==> src/rtl/pc_sequencer_if.sv <==
// rtl/pc_sequencer_if.sv - control, fetch-issue and status bundle for pc_sequencer
interface pc_sequencer_if #(
    parameter int PC_W = 19
);
    logic            start;
    logic            stall;
    logic            wb_done;
    logic            halt;
    logic            jump;
    logic [PC_W-1:0] jump_target;
    logic            branch_taken;
    logic [PC_W-1:0] branch_target;
    logic            fetch_en;
    logic [PC_W-1:0] nextpc;
    logic            busy;
    logic            halted;
    logic [31:0]     retired;
    logic            err;

    modport master (
        input  start, stall, wb_done, halt, jump, jump_target, branch_taken, branch_target,
        output fetch_en, nextpc, busy, halted, retired, err
    );

    modport slave (
        output start, stall, wb_done, halt, jump, jump_target, branch_taken, branch_target,
        input  fetch_en, nextpc, busy, halted, retired, err
    );
endinterface

==> src/rtl/pc_sequencer.sv <==
// rtl/pc_sequencer.sv - next-PC holder issuing one fetch per retired instruction
module pc_sequencer #(
    parameter int PC_W     = 19,
    parameter int RESET_PC = 0,
    parameter int PC_STEP  = 1
) (
    input  logic           clk,
    input  logic           rstn,
    pc_sequencer_if.master bus
);
    localparam logic [PC_W-1:0] RST_PC = PC_W'(RESET_PC);
    localparam logic [PC_W-1:0] STEP   = PC_W'(PC_STEP);

    typedef enum logic [1:0] {S_IDLE, S_ISSUE, S_WAIT, S_HALTED} state_t;

    state_t          state;
    logic            fetch_en_q;
    logic [PC_W-1:0] nextpc_q;
    logic            busy_q;
    logic            halted_q;
    logic [31:0]     retired_q;
    logic            err_q;
    logic            wb_bad;
    logic            wb_ok;

    // A completion pulse is only legitimate in WAIT after the issue cycle has passed.
    assign wb_bad = bus.wb_done && ((state != S_WAIT) || fetch_en_q);
    assign wb_ok  = bus.wb_done && (state == S_WAIT) && !fetch_en_q;

    always_ff @(posedge clk or negedge rstn) begin
        if (!rstn) begin
            state      <= S_IDLE;
            fetch_en_q <= 1'b0;
            nextpc_q   <= RST_PC;
            busy_q     <= 1'b0;
            halted_q   <= 1'b0;
            retired_q  <= 32'd0;
            err_q      <= 1'b0;
        end else begin
            fetch_en_q <= 1'b0;
            if (wb_bad) begin
                err_q <= 1'b1;
            end
            case (state)
                S_IDLE, S_HALTED: begin
                    if (bus.start) begin
                        state     <= S_ISSUE;
                        nextpc_q  <= RST_PC;
                        retired_q <= 32'd0;
                        busy_q    <= 1'b1;
                        halted_q  <= 1'b0;
                    end
                end
                S_ISSUE: begin
                    if (!bus.stall) begin
                        fetch_en_q <= 1'b1;
                        state      <= S_WAIT;
                    end
                end
                S_WAIT: begin
                    if (wb_ok) begin
                        retired_q <= retired_q + 32'd1;
                        if (bus.halt) begin
                            state    <= S_HALTED;
                            busy_q   <= 1'b0;
                            halted_q <= 1'b1;
                        end else begin
                            state <= S_ISSUE;
                            if (bus.jump) begin
                                nextpc_q <= bus.jump_target;
                            end else if (bus.branch_taken) begin
                                nextpc_q <= bus.branch_target;
                            end else begin
                                nextpc_q <= nextpc_q + STEP;
                            end
                        end
                    end
                end
                default: state <= S_IDLE;
            endcase
        end
    end

    assign bus.fetch_en = fetch_en_q;
    assign bus.nextpc   = nextpc_q;
    assign bus.busy     = busy_q;
    assign bus.halted   = halted_q;
    assign bus.retired  = retired_q;
    assign bus.err      = err_q;
endmodule
==> src/flat_wrapper.sv <==
// flat-port wrapper written by rule: the top's interface ports become plain ports
module pc_sequencer_flat 
#(
    parameter int PC_W     = 19,
    parameter int RESET_PC = 0,
    parameter int PC_STEP  = 1
)
  (clk, rstn, bus_start, bus_stall, bus_wb_done, bus_halt, bus_jump, bus_jump_target, bus_branch_taken, bus_branch_target, bus_fetch_en, bus_nextpc, bus_busy, bus_halted, bus_retired, bus_err);
  pc_sequencer_if #(.PC_W(PC_W)) bus_i ();
  input  logic clk;
  input  logic rstn;
  input wire logic [$bits(bus_i.start)-1:0] bus_start;
  input wire logic [$bits(bus_i.stall)-1:0] bus_stall;
  input wire logic [$bits(bus_i.wb_done)-1:0] bus_wb_done;
  input wire logic [$bits(bus_i.halt)-1:0] bus_halt;
  input wire logic [$bits(bus_i.jump)-1:0] bus_jump;
  input wire logic [$bits(bus_i.jump_target)-1:0] bus_jump_target;
  input wire logic [$bits(bus_i.branch_taken)-1:0] bus_branch_taken;
  input wire logic [$bits(bus_i.branch_target)-1:0] bus_branch_target;
  output wire logic [$bits(bus_i.fetch_en)-1:0] bus_fetch_en;
  output wire logic [$bits(bus_i.nextpc)-1:0] bus_nextpc;
  output wire logic [$bits(bus_i.busy)-1:0] bus_busy;
  output wire logic [$bits(bus_i.halted)-1:0] bus_halted;
  output wire logic [$bits(bus_i.retired)-1:0] bus_retired;
  output wire logic [$bits(bus_i.err)-1:0] bus_err;
  assign bus_i.start = bus_start;
  assign bus_i.stall = bus_stall;
  assign bus_i.wb_done = bus_wb_done;
  assign bus_i.halt = bus_halt;
  assign bus_i.jump = bus_jump;
  assign bus_i.jump_target = bus_jump_target;
  assign bus_i.branch_taken = bus_branch_taken;
  assign bus_i.branch_target = bus_branch_target;
  assign bus_fetch_en = bus_i.fetch_en;
  assign bus_nextpc = bus_i.nextpc;
  assign bus_busy = bus_i.busy;
  assign bus_halted = bus_i.halted;
  assign bus_retired = bus_i.retired;
  assign bus_err = bus_i.err;
  pc_sequencer #(.PC_W(PC_W), .RESET_PC(RESET_PC), .PC_STEP(PC_STEP)) u_core (.clk(clk), .rstn(rstn), .bus(bus_i));
endmodule
==> config.mk <==
export PLATFORM = sky130hd
export DESIGN_NAME = pc_sequencer_flat
export DESIGN_NICKNAME = d
export VERILOG_FILES = /design/src/rtl/pc_sequencer_if.sv /design/src/rtl/pc_sequencer.sv /design/src/flat_wrapper.sv
export SDC_FILE = /design/constraint.sdc
export NUM_CORES = 1
export LEC_CHECK = 0
export BUFFER_PORTS_ARGS = -buffer_cell sky130_fd_sc_hd__buf_4
export CAP_MARGIN = 20
export CELL_PAD_IN_SITES_DETAIL_PLACEMENT = 0
export CELL_PAD_IN_SITES_GLOBAL_PLACEMENT = 1
export CORE_MARGIN = 2
export CORE_UTILIZATION = 41
export DETAILED_ROUTE_END_ITERATION = 7
export PLACE_DENSITY = 0.91
export SETUP_SLACK_MARGIN = 0.02
export SLEW_MARGIN = 15
export SYNTH_ARGS = -nofsm -noshare
export SYNTH_HDL_FRONTEND = slang
export SYNTH_SLANG_ARGS = --single-unit
==> constraint.sdc <==
create_clock -name clk -period 6.6 [get_ports clk]
set_input_delay 0 -clock clk [delete_from_list [all_inputs] [get_ports clk]]
set_output_delay 0 -clock clk [all_outputs]
set_load 0.05 [all_outputs]
==> flow_summary_export.csv <==
group,metric,value,unit
run_status,status,"finished, final reports clean",
clocking,cts_buffer_depth,2,
floorplanning,pin_count,101,
synth,synth-edff-count,0,
clocking,ctsRootBufferMaster,"clkbuf_8",
cells_and_area,layout_common_cells,"101 x buf_4, 57 x dfrtp_1, 44 x nand2_1",
floorplanning,start_util,42.64,%
drt,m1WireLength,4.200,mm
drt,drc,0,
power_and_ir_drop,p_comb_share,35.1,%
synth,async_flop_share,100.0,%
sta,finalSetupViolCount,0,
cells_and_area,final_area,4473,sq um
power_and_ir_drop,power_leakage,0.002020,uW
cells_and_area,seqCellArea,1426,sq um
sta,rsz0062_at_grt,"false",
grt,grt_max_degree,58,
drt,wl_met3,605,um
worst_setup_path,cp-start-kind,"flop",
synth,postSynthCellCount,384,
cells_and_area,drive_gt1_share,23.69,%
min_path,hold_class,"in2reg",
synth,avgSynthCellArea,8.670,sq um
synth,synth_top_area_cell,"dfrtp_1",
clocking,clock-sinks,57,
drt,wl,9.329,mm
drt,ant_nets,0,
floorplanning,core-area,7807,sq um
grt,grt_pass1_vias,3266,
synth,yosys-top-cells-area,"dfrtp_1 43%, nand2_1 5.0%, nand4_1 3.8%",
sta,finClkSkew,10.40,ps
clocking,cts_resized,0,
synth,yosysTopAreaCellShare,42.84,%
clocking,h-tree-depth,3,
grt,antenna_found_initial,0,
cells_and_area,num_antenna_cells,0,
placement,dpl_cell_area,4154,sq um
sta,worst_slack,3486,ps
drt,drt-initial-drc-count,143,
sta,finalMaxSlewViolations,0,
power_and_ir_drop,switching_share,38.80,%
synth,syn_area,3329,sq um
clocking,cts_buffers,9,
drt,routed.top_layer,"met4",
floorplanning,die_w,94.12,um
power_and_ir_drop,p_int,690.9,uW
power_and_ir_drop,powerDensity,252.4,nW/um^2
cells_and_area,multi_input_area,1778,sq um
floorplanning,fp.dieH,94.12,um
worst_setup_path,arrival,3330,ps
placement,gp_congestion,0.8404,
synth,synth_warnings,0,
placement,place_ws,3588,ps
sta,fmax,0.3211,GHz
clocking,cts_tree,"built",
sta,setup_tns,0,ps
clocking,clk_latency,330,ps
sta,post-route-period-util,47.19,%
cells_and_area,finish.utilization,57.29,%
grt,track_usage,21.82,%
drt,vias_per_cell,5.565,
placement,io_buffer_count,100,
power_and_ir_drop,clkPwrFrac,28.3,%
worst_setup_path,criticalPathCategory,"reg2reg",
sta,max_slew_margin,46.94,%
cells_and_area,fill_cells,739,
clocking,clk_pin_slew,70,ps
floorplanning,die_area,8858,sq um
flow_run,cap_violations,0,
drt,drt-wirelength-per-cell,15.55,um
synth,ys_ff_latch,57,
worst_setup_path,crit_path_end_kind,"flop",
power_and_ir_drop,vdd_drop_max,0.1159,mV
sta,hold_viol_final,0,
grt,grt_pass1_wl,15.25,mm
drt,vias,3339,
worst_setup_path,crit_required,6820,ps
power_and_ir_drop,p_switching,438.1,uW
sta,min_period,3114,ps
synth,ys_types,43,
worst_setup_path,crit_fanout,22,
floorplanning,row_count,32,
synth,ys_seq_area_share,42.84,%
grt,grt-ovfl-total,0,
placement,hpwlAfterDp,6.506,mm
cells_and_area,syn_to_final_growth,34.35,%
cells_and_area,nets,543,
sta,tightestPinTransition,788.6,ps
drt,wl_met2,4.483,mm
synth,ys.flop_type,"dfrtp_1",
sta,whs,89.69,ps
drt,detail_route.first_pass.iterations,5,
synth,synth.net_count,434,
power_and_ir_drop,power_frac_seq,36.6,%
cells_and_area,final_common_cell,"buf_4",
-- critical path, stage by stage (launching register included) --
cell and delay (ps):
dfrtp_1 390, inv_1 60, ha_1 660, mux2i_2 330
nand2b_1 550, a32oi_1 310, o31ai_1 110, dlygate4sd3_1 590
-- sequential cells by signal (all words and copies together) (netlist names) --
| name | cells |
|---|---|
| u_core.bus.err | 1 |
| u_core.bus.nextpc | 19 |
| u_core.state | 2 |
| u_core.bus.halted | 1 |
| u_core.bus.busy | 1 |
| u_core.bus.fetch_en | 1 |
| u_core.bus.retired | 32 |
-- path summary, 6_finish.rpt --
check | start | to | slack [ps] | cells past startpoint
min | bus_jump_target[4] | u_core.bus.nextpc[4] | 90 | 3
min reg2reg | u_core.bus.err | u_core.bus.err | 460 | 1
max in group asynchronous | rstn | u_core.bus.nextpc[17] | 5820 | 2
min in group asynchronous | rstn | u_core.bus.nextpc[16] | 270 | 2
max | u_core.state[0] | u_core.bus.nextpc[10] | 3490 | 7
max reg2reg | u_core.state[0] | u_core.bus.nextpc[10] | 3490 | 7
-- through the flow --
step	instances	total power, uW
2_1_floorplan	384	682.9
3_3_place_gp	571	801.7
3_5_place_dp	571	810.8
4_1_cts	600	1141
5_1_grt	600	1200
6_report	600	1129
-- layout make-up --
cell class | count | share of cell area, %
multi-input cells | 294 | 39.75
well taps | 102 | 2.853
clock inverters | 3 | 0.8951
inverters | 17 | 1.427
flip-flops and latches | 57 | 31.89
clock buffers | 13 | 3.329
repair buffers | 114 | 19.86
-- cell families (layout without fill, tap and decap cells) --
family          Yosys count  in the layout  synth area share [%]
xor+xnor                 16             16                 4.209
mux                       4              4                 1.315
simple gates            169            169                 25.52
compound gates          101            101                 20.86
flops                    57             57                 42.84
buf+inv                  33            147                 3.758
fa+ha+maj                 4              4                 1.503
-- synthesized netlist by cell type (5+ instances only) --
library cell,count
dfrtp_1,57
nand2_1,44
nor2_1,33
o21ai_0,24
nand3_1,23
a21oi_1,21
nand4_1,20
inv_1,17
clkbuf_1,12
o22ai_1,10
or3_1,10
o31ai_1,9
xnor2_1,8
xor2_1,8
nand2b_1,7
o2bb2ai_1,7
a21o_1,6
and4_1,5
nor3_1,5
nor4_1,5
-- repair_timing --
action	in CTS	in global routing
buffers inserted	0	0
hold endpoints to repair	69	0
hold buffers	13	0
-- per-layer routing --
metal | vias up | global-route usage (%)
li1 | 1635 | -
met1 | 1591 | 27.82
met2 | 109 | 36.90
met3 | 4 | 5.377
met4 | 0 | 5.918
met5 | - | 0
-- power groups by stage --
stage	clock network [uW]	logic (uW)	registers [uW]
6_report	320	396	413
4_1_cts	329	400	412
3_5_place_dp	0	393	418
3_3_place_gp	0	386	416
2_1_floorplan	0	189	494
5_1_grt	345	438	417
No activity file was read; power rests on OpenSTA's default activity.
